### src/rtl/mips_seg7scan.sv
// mips_seg7scan
// Memory-mapped, time-multiplexed seven-segment display controller on the
// MIPS data bus. One digit at a time is driven; each digit owns a slot of
// SCAN_DIV clocks, the first BLANK_CYC of which keep every digit enable off
// so the previous digit's segments cannot ghost onto the next one.
//
// Registers:
//   BASE_ADDR   DATA  nibble i = hex value of digit i (unused upper bits read 0)
//   BASE_ADDR+4 CTRL  [0] EN, [1] LZB, [15:8] DP mask, [23:16] BLANK mask
//
// Ports:
//   clk         system clock, all state on rising edge
//   rst         asynchronous active-low reset
//   addr_i      data-bus byte address
//   din         data-bus write data
//   dmem_ctl_i  store control (DMEM_SW full word, DMEM_SB low byte)
//   dout        combinational readback, 0 when not addressed
//   seg_o       {dp,g,f,e,d,c,b,a} of the scanned digit
//   dig_en_o    one-hot digit enable, bit 0 = least significant digit
module mips_seg7scan #(
    parameter logic [31:0] BASE_ADDR  = 32'h8000_0010,
    parameter int          NDIGITS    = 4,
    parameter int          SCAN_DIV   = 50000,
    parameter int          BLANK_CYC  = 16,
    parameter bit          SEG_ACT_LO = 1'b0,
    parameter logic [3:0]  DMEM_SB    = 4'd1,
    parameter logic [3:0]  DMEM_SW    = 4'd3
) (
    input  logic               clk,
    input  logic               rst,
    input  logic [31:0]        addr_i,
    input  logic [31:0]        din,
    input  logic [3:0]         dmem_ctl_i,
    output logic [31:0]        dout,
    output logic [7:0]         seg_o,
    output logic [NDIGITS-1:0] dig_en_o
);

    localparam int DW = 4 * NDIGITS;
    localparam int IW = (NDIGITS > 1) ? $clog2(NDIGITS) : 1;
    localparam int CW = $clog2(SCAN_DIV);

    localparam logic [31:0]   CTRL_ADDR = BASE_ADDR + 32'd4;
    localparam logic [CW-1:0] CNT_LAST  = CW'(SCAN_DIV - 1);
    localparam logic [CW-1:0] CNT_BLANK = CW'(BLANK_CYC);
    localparam logic [IW-1:0] IDX_LAST  = IW'(NDIGITS - 1);

    // register file
    logic [DW-1:0]      data_q, data_d;
    logic               en_q, en_d;
    logic               lzb_q, lzb_d;
    logic [7:0]         dp_q, dp_d;
    logic [7:0]         blank_q, blank_d;
    // scan state
    logic [CW-1:0]      cnt_q, cnt_d;
    logic [IW-1:0]      idx_q, idx_d;
    // registered outputs, logical polarity
    logic [7:0]         seg_q, seg_d;
    logic [NDIGITS-1:0] dig_q, dig_d;

    logic        sel_data, sel_ctrl, wr_any, wr_word;
    logic [31:0] data_w;

    function automatic logic [6:0] seg7_decode(input logic [3:0] v);
        case (v)
            4'h0: seg7_decode = 7'b0111111;
            4'h1: seg7_decode = 7'b0000110;
            4'h2: seg7_decode = 7'b1011011;
            4'h3: seg7_decode = 7'b1001111;
            4'h4: seg7_decode = 7'b1100110;
            4'h5: seg7_decode = 7'b1101101;
            4'h6: seg7_decode = 7'b1111101;
            4'h7: seg7_decode = 7'b0000111;
            4'h8: seg7_decode = 7'b1111111;
            4'h9: seg7_decode = 7'b1101111;
            4'hA: seg7_decode = 7'b1110111;
            4'hB: seg7_decode = 7'b1111100;
            4'hC: seg7_decode = 7'b0111001;
            4'hD: seg7_decode = 7'b1011110;
            4'hE: seg7_decode = 7'b1111001;
            4'hF: seg7_decode = 7'b1110001;
        endcase
    endfunction

    assign sel_data = (addr_i == BASE_ADDR);
    assign sel_ctrl = (addr_i == CTRL_ADDR);
    assign wr_word  = (dmem_ctl_i == DMEM_SW);
    assign wr_any   = wr_word || (dmem_ctl_i == DMEM_SB);

    // ---------------- state register ----------------
    always_ff @(posedge clk or negedge rst) begin
        if (!rst) begin
            data_q  <= '0;
            en_q    <= 1'b0;
            lzb_q   <= 1'b0;
            dp_q    <= '0;
            blank_q <= '0;
            cnt_q   <= '0;
            idx_q   <= '0;
            seg_q   <= '0;
            dig_q   <= '0;
        end else begin
            data_q  <= data_d;
            en_q    <= en_d;
            lzb_q   <= lzb_d;
            dp_q    <= dp_d;
            blank_q <= blank_d;
            cnt_q   <= cnt_d;
            idx_q   <= idx_d;
            seg_q   <= seg_d;
            dig_q   <= dig_d;
        end
    end

    // ---------------- register writes ----------------
    always_comb begin
        // widen to a full word so a byte store also works when DW < 8
        data_w  = 32'(data_q);
        en_d    = en_q;
        lzb_d   = lzb_q;
        dp_d    = dp_q;
        blank_d = blank_q;
        if (wr_any && sel_data) begin
            if (wr_word) data_w = din;
            else         data_w[7:0] = din[7:0];
        end
        if (wr_any && sel_ctrl) begin
            en_d  = din[0];
            lzb_d = din[1];
            if (wr_word) begin
                dp_d    = din[15:8];
                blank_d = din[23:16];
            end
        end
        data_d = data_w[DW-1:0];
    end

    // ---------------- scan next state ----------------
    always_comb begin
        cnt_d = '0;
        idx_d = '0;
        if (en_q) begin
            if (cnt_q == CNT_LAST) begin
                idx_d = (idx_q == IDX_LAST) ? '0 : idx_q + 1'b1;
            end else begin
                cnt_d = cnt_q + 1'b1;
                idx_d = idx_q;
            end
        end
    end

    // ---------------- output decode ----------------
    logic [NDIGITS-1:0] lz_dark;
    logic               all_zero;
    logic [3:0]         nib;
    logic               dark;

    // lz_dark[i]: digit i and every digit above it hold zero (digit 0 exempt)
    always_comb begin
        all_zero = 1'b1;
        lz_dark  = '0;
        for (int i = NDIGITS - 1; i >= 0; i--) begin
            all_zero   = all_zero && (data_q[4*i +: 4] == 4'h0);
            lz_dark[i] = all_zero && (i != 0);
        end
    end

    always_comb begin
        nib   = data_q[{idx_q, 2'b00} +: 4];
        dark  = blank_q[idx_q] || (lzb_q && lz_dark[idx_q]);
        seg_d = '0;
        dig_d = '0;
        if (en_q && (cnt_q >= CNT_BLANK)) begin
            dig_d = NDIGITS'(1) << idx_q;
            seg_d = {dp_q[idx_q], dark ? 7'h00 : seg7_decode(nib)};
        end
    end

    // ---------------- bus readback and pins ----------------
    always_comb begin
        dout = 32'h0;
        if (sel_data)      dout = 32'(data_q);
        else if (sel_ctrl) dout = {8'h00, blank_q, dp_q, 6'h00, lzb_q, en_q};
    end

    assign seg_o    = seg_q ^ {8{SEG_ACT_LO}};
    assign dig_en_o = dig_q ^ {NDIGITS{SEG_ACT_LO}};

endmodule
### config.mk
export PLATFORM = sky130hd
export DESIGN_NAME = mips_seg7scan
export DESIGN_NICKNAME = d
export VERILOG_FILES = /design/src/rtl/mips_seg7scan.sv
export SDC_FILE = /design/constraint.sdc
export NUM_CORES = 1
export LEC_CHECK = 0
export ABC_AREA = 1
export ABC_CLOCK_PERIOD_IN_PS = 3890
export CORE_MARGIN = 2
export CORE_UTILIZATION = 45
export CTS_CLUSTER_SIZE = 25
export DETAILED_ROUTE_END_ITERATION = 10
export PLACE_DENSITY = 0.82
export SLEW_MARGIN = 10
export SYNTH_ARGS = -nofsm -noshare
export SYNTH_HDL_FRONTEND = slang
export SYNTH_SLANG_ARGS = --single-unit
### constraint.sdc
create_clock -name clk -period 3.89 [get_ports clk]
set_input_delay 0.5835 -clock clk [delete_from_list [all_inputs] [get_ports clk]]
set_output_delay 0.5835 -clock clk [all_outputs]
set_load 0.01 [all_outputs]
==> results_dict.tcl, run 1 <==
set metrics [dict create \
    synth.most_common_cell "nand2_1" \
    crit_arrival_ns 2.76 \
    critPathKind "in2out" \
    cts_tree "built" \
    syn_avg_cell_area_um2 7.032 \
    ys_warn_count 0 \
    totalPowerFinal_mw 1.484 \
    cts.path.max_buffers 2 \
    cp-start-kind "primary input" \
    synth_top_area_share 0.4265 \
    grtUsageTotal 0.2171 \
    place_inst 727 \
    grt_max_degree 46 \
    drive_gt1_frac 0.05956 \
    relSlewSlack 0.3434 \
    slew_violations 0 \
    netlist_top_cells_count "174 x nand2_1, 87 x nor2_1, 64 x dfrtp_1, 63 x nand3_1, 54 x inv_1" \
    start_util 0.4616 \
    fmax_mhz 298.9 \
    synth_edf_count 0 \
    grt_pass1_wl_um 15510 \
    cts_max_level 3 \
    synth_area_leaders "dfrtp_1 43%, nand2_1 17%, nor2_1 8.7%" \
    dp_slack_ns 0.5754 \
    fin_ws_ns 0.5449 \
    cts.sinks 64 \
    remaining_drc_errors 0 \
    fin_skew_ns 0.01220 \
    drt-initial-drc-count 194 \
    timing.final.crit_period_ns 3.345 \
    place_hpwl_um 6883 \
    path_clk_slew_ns 0.07 \
    ir_worst_vdd_v 0.0001383 \
    period_share 0.8599 \
    core_um2 8134 \
    postCtsSetupRepairBufs 0 \
    fill_cells 721 \
    hold_ws_ns 0.3859 \
    crit_path_end_kind "primary output" \
    viasPerCell 4.925 \
    synth_ff_type "dfrtp_1" \
    layout.cells.non_filler 743 \
    worst_pin_slew_ns 0.9849 \
    p_leak_nw 2.375 \
    n_antenna_cell 0 \
    pin_count 114 \
    yosys_register_bits 64 \
    status "finished, final reports clean" \
    synth_top_area_cell "dfrtp_1" \
    critPathMaxStageDelay_ns 0.59 \
    wl_per_cell_um 12.52 \
    wirelength_um 9301 \
    vias 3659 \
    cts_buffers 9 \
    final-setup-viol-count 0 \
    worstRegToRegCells 10 \
    cp.required_ns 3.31 \
    synth_cells 534 \
    async_reset_ff_frac 1.000 \
    worstPathCellList "clkdlybuf4s50_1 -> nand2_1 -> nor2_1 -> inv_2 -> nor2_1 -> nand2_2 -> nor2_8 -> nand2_1 -> o21ai_0 -> clkdlybuf4s50_1" \
    finalWeightedCongestion 0.8327 \
    grt_antenna_before_repair 0 \
    syn_to_final_growth_pct 33.82 \
    grt_overflow_total 0 \
    postRouteAntennaNets 0 \
    post_cts_resized 0 \
    hold_buffers 0 \
    drv_cap 0 \
    syn_area_um2 3755 \
    clk_latency_ns 0.35 \
    critPathSlowestCell "clkdlybuf4s50_1" \
    root_buffer "clkbuf_8" \
    die_y_um 95.35 \
    powerDensity_nw_per_um2 295.3 \
    final_nets 715 \
    die_w_um 95.35 \
    ys_seq_area_frac 0.4265 \
    io_buffer_count 97 \
    synth_cell_types 28 \
    rsz0062_at_grt "false" \
    grt_pass1_vias 3497 \
    min_path_type "in2async" \
    crit_fanout 28 \
    first_pass_iters 4 \
    hold_viol 0 \
    die-area_um2 9091 \
    num_rows 33 \
    setup_tns_ns 0 \
]
worst paths after layout:
kind                             endpoint  slack, ns       from
worst max register to register   seg_o[2]       1.43   idx_q[0]
max in group asynchronous        idx_q[0]       2.65        rst
worst min register to register  data_q[5]       0.47  data_q[5]
worst min-delay path            cnt_q[15]       0.39        rst
worst max-delay path              dout[1]       0.54  addr_i[4]
min in group clk                data_q[5]       0.47  data_q[5]
worst max-delay path, delay by kind of cell:
| kind | cells | cell delay (ns) |
|---|---|---|
| buffers and inverters | 3 | 1.10 |
| and+or+nand+nor | 6 | 0.93 |
| AOI/OAI and AO/OA | 1 | 0.13 |
metal layers:
| layer | global-route usage | share of wire | vias up | routed length (um) |
|---|---|---|---|---|
| li1 | - | - | 1842 | - |
| met1 | 0.2728 | 0.43 | 1704 | 4040 |
| met2 | 0.3697 | 0.50 | 93 | 4612 |
| met3 | 0.03953 | 0.047 | 20 | 437 |
| met4 | 0.08575 | 0.023 | 0 | 211 |
| met5 | 0 | 0 | - | 0 |
registers in the layout, summed over array words and instances, names as in the netlist:
name	flops
lzb_q	1
en_q	1
idx_q	2
seg_o	8
blank_q	8
cnt_q	16
data_q	16
dig_en_o	4
dp_q	8
layout make-up:
type / instances / area (um2) / share of cell area
clock buffers: 11 / 151.4 / 0.03013
clock inverters: 5 / 102.6 / 0.02042
inverters: 56 / 210.2 / 0.04183
multi-input cells: 399 / 1817 / 0.3616
flip-flops and latches: 64 / 1602 / 0.3187
well taps: 105 / 131.4 / 0.02615
repair buffers: 103 / 1011 / 0.2012
stage by stage:
| stage | cell area, um2 | util |
|---|---|---|
| finish | 5025 | 0.6178 |
| global route | 5025 | 0.6178 |
| CTS | 5025 | 0.6178 |
| detailed placement | 4771 | 0.5865 |
| global placement | 4771 | 0.5865 |
| floorplan | 3781 | - |
kinds of logic (layout without fill, tap and decap cells):
logic type / count (synthesis) / after routing / synth area share
AO/OA/AOI/OAI: 28 / 28 / 0.03899
XOR/XNOR: 1 / 1 / 0.002333
adder cells (fa/ha/maj): 12 / 12 / 0.03999
buffers and inverters: 78 / 175 / 0.09663
flip-flops: 64 / 64 / 0.4265
other: 1 / 8 / 0.0009987
AND/OR/NAND/NOR: 350 / 350 / 0.3945
placed cells by master, fill, tap and decap left out, types with 7 or more instances in the layout:
cell / netlist / routed
nand2_1: 174 / 174
clkdlybuf4s50_1: 0 / 96
nor2_1: 87 / 87
dfrtp_1: 64 / 64
nand3_1: 63 / 63
inv_1: 54 / 54
o21ai_0: 18 / 18
ha_1: 12 / 12
clkbuf_8: 0 / 11
conb_1: 1 / 8
a21oi_1: 7 / 7
power breakdown:
| part | switching [mW] | internal (mW) | total (mW) |
|---|---|---|---|
| Combinational | 0.0355 | 0.0579 | 0.0934 |
| Sequential | 0.000000000598 | 0.665 | 0.665 |
| Clock | 0.266 | 0.460 | 0.725 |
No activity file was read; power rests on OpenSTA's default activity.
==> run 2: changes to the inputs <==
ABC_AREA = default   (was 1)
PLACE_DENSITY = 0.83   (was 0.82)
==> run 2 against run 1 <==
Effect of this change: clock-buffer cell count rose by 1; non-clock buffer count decreased by 3; flip-flop and latch count unchanged; largest cell class unchanged; design area is 5.7% lower; via count decreased by 28%; largest power group is now sequential cells; utilization grew 0.17 points; sequential share of layout area increased by 1.9 points; die area down 6.1%; clock power shrank 12%; clock skew grew 0.0016 ns; sequential power about the same.
==> results_dict.tcl, run 2 <==
set metrics [dict create \
    layout.cells.non_filler 509 \
    ys_warn_count 0 \
    fin_ws_ns 0.4684 \
    first_pass_iters 4 \
    internal_power_mw 1.116 \
    drt-initial-drc-count 203 \
    grt_max_degree 44 \
    final-setup-viol-count 0 \
    critPathMaxStageDelay_ns 0.54 \
    synth_edf_count 0 \
    vias 2631 \
    die-area_um2 8539 \
    slew_violations 0 \
    synth_top_area_share 0.4554 \
    place_inst 494 \
    relSlewSlack 0.3806 \
    final_nets 485 \
    grt_pass1_vias 2670 \
    hold_buffers 0 \
    clockPowerShare 0.456 \
    cts_buffers 9 \
    viasPerCell 5.169 \
    yosys_register_bits 64 \
    status "finished, final reports clean" \
    n_antenna_cell 0 \
    pin_count 114 \
    synth_top_area_cell "dfrtp_1" \
    die_w_um 92.41 \
    grt_antenna_before_repair 0 \
    synth_ff_type "dfrtp_1" \
    critPathKind "in2out" \
    final_cell_mix "96 x clkdlybuf4s50_1, 64 x dfrtp_1, 35 x nor2_1, 24 x mux2_2, 14 x and2_1" \
    finalInstanceArea_um2 4737 \
    powerDensity_nw_per_um2 294.7 \
    period_share 0.8796 \
    path_clk_slew_ns 0.07 \
    p_switching_mw 0.2798 \
    crit_arrival_ns 2.84 \
    place_hpwl_um 5936 \
    synth_area_leaders "dfrtp_1 46%, mux2_2 7.7%, mux4_2 4.5%" \
    core_um2 7647 \
    hold_viol 0 \
    min_path_type "in2async" \
    synth_cells 306 \
    post_dp_cell_area_um2 4517 \
    timing.final.crit_period_ns 3.422 \
    drv_cap 0 \
    grtUsageTotal 0.1986 \
    syn_avg_cell_area_um2 11.49 \
    ys_seq_area_frac 0.4554 \
    grt_overflow_total 0 \
    setup_tns_ns 0 \
    combPwrFrac 0.067 \
    p_leak_nw 2.071 \
    async_reset_ff_frac 1.000 \
    crit_fanout 6 \
    critPathSlowestCell "clkdlybuf4s50_1" \
    fin_skew_ns 0.01382 \
    fill_cells 582 \
    cts_tree "built" \
    fin_util 0.6194 \
    wl_per_cell_um 15.63 \
    die_y_um 92.41 \
    fmax_mhz 292.3 \
    hold_ws_ns 0.3833 \
    post_cts_resized 0 \
    start_util 0.4599 \
    cts_max_level 3 \
    io_buffer_count 97 \
    remaining_drc_errors 0 \
    dp_slack_ns 0.4683 \
    crit_path_end_kind "primary output" \
    grt_pass1_wl_um 13120 \
    synth_cell_types 43 \
    ir_worst_vdd_v 0.0002098 \
    root_buffer "clkbuf_8" \
    critPathMostFrequentCell "clkdlybuf4s50_1" \
    netlist_top_cells_count "64 x dfrtp_1, 35 x nor2_1, 24 x mux2_2, 14 x and2_1, 13 x nand2_1" \
    cp-start-kind "primary input" \
    worstPathCellList "clkdlybuf4s50_1 -> nor4_1 -> nand4_1 -> nor3_1 -> and2_1 -> clkdlybuf4s50_1" \
    syn_area_um2 3517 \
    rsz0062_at_grt "false" \
    cts.sinks 64 \
    cts.path.max_buffers 2 \
    reg_top3 "cnt_q (16), data_q (16)" \
    final_common_cell "clkdlybuf4s50_1" \
    synth.most_common_cell "dfrtp_1" \
    postCtsSetupRepairBufs 0 \
    drive_gt1_frac 0.1646 \
    wirelength_um 7956 \
    clk_latency_ns 0.35 \
    syn_to_final_growth_pct 34.69 \
    netSwitchingFraction 0.2004 \
    worst_pin_slew_ns 0.9291 \
    cp.required_ns 3.31 \
    totalPowerFinal_mw 1.396 \
    finalWeightedCongestion 0.8332 \
    p_seq_frac 0.477 \
    num_rows 32 \
    postRouteAntennaNets 0 \
]
==> run 2: cell types whose count changed after synthesis, sizes merged, moves of 14 or more <==
cell	delta
inv	-44
nor2	-59
nand2	-165
mux2	+34
o21ai	-16
nand3	-53
and2	+14
==> run 2: path summary, 6_finish.rpt <==
path	start	end	slack, ns	depth (start not counted)
min	rst	seg_o[6]	0.38	1
max reg2reg	idx_q[0]	seg_o[3]	1.58	6
min in group clk	cnt_q[0]	cnt_q[0]	0.51	1
max in group asynchronous	rst	en_q	2.66	2
max	addr_i[7]	dout[4]	0.47	6
min reg2reg	cnt_q[0]	cnt_q[0]	0.51	1
==> run 2: logic make-up (layout without fill, tap and decap cells) <==
logic type      after synthesis  count (layout)  share of synthesized area
simple gates                117             117                     0.1893
flops                        64              64                     0.4554
mux                          53              53                     0.1985
buf+inv                      32             126                    0.05229
xor+xnor                     15              15                    0.03735
fa+ha+maj                    12              12                    0.04269
compound gates               12              12                    0.02348
other cells                   1               8                   0.001066
==> run 2: area by class of cell <==
type / count / area (um2) / area share
clock buffers: 12 / 155.1 / 0.03275
clock inverters: 3 / 65.06 / 0.01373
inverters: 11 / 41.29 / 0.008716
multi-input cells: 217 / 1758 / 0.3711
flip-flops and latches: 64 / 1602 / 0.3381
well taps: 102 / 127.6 / 0.02694
repair buffers: 100 / 988.4 / 0.2087
==> run 2: power by group through the flow <==
stage / Combinational (mW) / Clock, mW / Sequential [mW]
floorplan: 0.0187 / 0 / 0.678
global placement: 0.0926 / 0 / 0.678
detailed placement: 0.0946 / 0 / 0.678
CTS: 0.0945 / 0.649 / 0.665
global route: 0.101 / 0.681 / 0.665
finish: 0.0936 / 0.637 / 0.665
==> run 2: layer usage <==
metal / vias up / wire length, um / GRT usage
li1: 1249 / - / -
met5: - / 0 / 0
met4: 0 / 197 / 0.09328
met2: 86 / 3952 / 0.3266
met1: 1281 / 3353 / 0.2513
met3: 15 / 454 / 0.04150
==> run 2: critical path: cells and delay by family <==
| kind | cells | cell delay (ns) |
|---|---|---|
| buf+inv | 2 | 0.94 |
| simple gates | 4 | 1.32 |
==> run 3: changes to the inputs <==
CORE_UTILIZATION = 50   (was 45)
CTS_CLUSTER_DIAMETER = 150   (was default)
PLACE_DENSITY = 0.91   (was 0.83)
==> run 3 against run 2 <==
Effect of this change: clock skew decreased by 0.0049 ns; die area decreased by 9.6%; critical endpoint is now dout[10]; critical path depth unchanged; final cell count decreased by 0.79%; via count increased by 3.3%; power decreased by 1.0%; largest power group unchanged; worst hold slack got worse by 0.038 ns; utilization increased by 7.7 points; first-iteration DRC count decreased by 35%; maximum frequency increased by 1.2%.
==> results_dict.tcl, run 3 (synthesis results as in run 2) <==
set metrics [dict create \
    status "finished, final reports clean" \
    worst_pin_slew_ns 0.8512 \
    relSlewSlack 0.4325 \
    cts_max_level 3 \
    p_switching_mw 0.2918 \
    final_nets 486 \
    critPathBufInv 2 \
    critPathSlowestCell "clkdlybuf4s50_1" \
    crit_path_end_kind "primary output" \
    post_cts_resized 0 \
    drt-initial-drc-count 132 \
    setup_tns_ns 0 \
    crit_arrival_ns 2.80 \
    finalInstanceArea_um2 4735 \
    postCtsSetupRepairBufs 0 \
    crit_fanout 10 \
    internal_power_mw 1.090 \
    hold_ws_ns 0.3455 \
    root_buffer "clkbuf_8" \
    clk_latency_ns 0.35 \
    final-setup-viol-count 0 \
    viasPerCell 5.380 \
    drive_gt1_frac 0.1687 \
    powerDensity_nw_per_um2 291.8 \
    path_clk_slew_ns 0.07 \
    cts.sinks 64 \
    pin_count 114 \
    grt_overflow_total 0 \
    cts.path.max_buffers 2 \
    p_seq_frac 0.481 \
    hold_buffers 0 \
    cp-start-kind "primary input" \
    critPathKind "in2out" \
    cts_buffers 9 \
    die_w_um 87.87 \
    grt_pass1_wl_um 13700 \
    final_common_cell "clkdlybuf4s50_1" \
    grt_max_degree 40 \
    netSwitchingFraction 0.2112 \
    grt_pass1_vias 2882 \
    io_buffer_count 97 \
    finalWeightedCongestion 0.8671 \
    slew_violations 0 \
    worstPathCellList "clkdlybuf4s50_1 -> nor4_1 -> nand4_1 -> or2_2 -> nor2_1 -> clkdlybuf4s50_1" \
    num_rows 30 \
    remaining_drc_errors 0 \
    critPathMostFrequentCell "clkdlybuf4s50_1" \
    grtUsageTotal 0.2366 \
    die-area_um2 7721 \
    min_path_type "in2async" \
    layout.cells.non_filler 505 \
    combPwrFrac 0.068 \
    place_hpwl_um 6171 \
    timing.final.crit_period_ns 3.380 \
    p_leak_nw 2.076 \
    fmax_mhz 295.9 \
    reg2reg_slack_ns 1.55 \
    post_dp_cell_area_um2 4517 \
    cts_tree "built" \
    hold_viol 0 \
    place_inst 489 \
    core_um2 6794 \
    reg_top3 "cnt_q (16), data_q (16)" \
    clockPowerShare 0.450 \
    first_pass_iters 4 \
    die_y_um 87.87 \
    rsz0062_at_grt "false" \
    final_cell_mix "96 x clkdlybuf4s50_1, 64 x dfrtp_1, 35 x nor2_1, 24 x mux2_2, 14 x and2_1" \
    cp.required_ns 3.31 \
    fin_skew_ns 0.008891 \
    syn_to_final_growth_pct 34.61 \
    wirelength_um 8325 \
    postRouteAntennaNets 0 \
    critPathMaxStageDelay_ns 0.58 \
    drv_cap 0 \
    period_share 0.8689 \
    start_util 0.5177 \
    grt_antenna_before_repair 0 \
    wl_per_cell_um 16.49 \
    critPathTopFamily "simple AND/OR/NAND/NOR gates" \
    vias 2717 \
    fill_cells 484 \
    ir_worst_vdd_v 0.0002463 \
    n_antenna_cell 0 \
]
==> run 3: power by group through the flow <==
stage          sequential (mW)  combinational (mW)  clock, mW
2_1_floorplan            0.678              0.0187          0
5_1_grt                  0.665               0.102      0.657
4_1_cts                  0.665              0.0948      0.630
3_5_place_dp             0.678              0.0943          0
3_3_place_gp             0.678              0.0921          0
6_report                 0.665              0.0941      0.622
==> run 3: per-layer routing <==
| layer | wire length, um | vias to the layer above | GRT usage |
|---|---|---|---|
| li1 | - | 1247 | - |
| met5 | 0 | - | 0 |
| met2 | 4210 | 101 | 0.4056 |
| met4 | 205 | 0 | 0.09091 |
| met3 | 496 | 22 | 0.07634 |
| met1 | 3412 | 1347 | 0.2765 |
==> run 3: through the flow <==
stage | setup WS (ns) | total power [mW] | util
global placement | 0.6090 | 0.7699 | 0.6648
finish | 0.5101 | 1.382 | 0.6969
detailed placement | 0.4993 | 0.7722 | 0.6648
floorplan | 1.537 | 0.6968 | -
CTS | 0.4914 | 1.390 | 0.6969
global route | 0.3258 | 1.423 | 0.6969
==> run 3: layout make-up <==
cell class                 count  area (um2)  share of cell area
inverter                      11       41.29            0.008721
clock buffer                  14       182.7             0.03858
multi-input combinational    217        1758              0.3713
clock inverter                 2       35.03            0.007400
timing repair buffer         101       996.0              0.2104
sequential                    64        1602              0.3383
tap                           96       120.1             0.02537
==> run 3: path summary, 6_finish.rpt <==
| kind | from | to | cells past startpoint |
|---|---|---|---|
| max in group asynchronous | rst | dig_en_o[2] | 2 |
| hold / removal | rst | cnt_q[12] | 1 |
| min in group clk | blank_q[5] | blank_q[5] | 1 |
| setup reg to reg | idx_q[0] | seg_o[3] | 6 |
| setup / recovery | addr_i[7] | dout[10] | 6 |
| hold reg to reg | blank_q[5] | blank_q[5] | 1 |
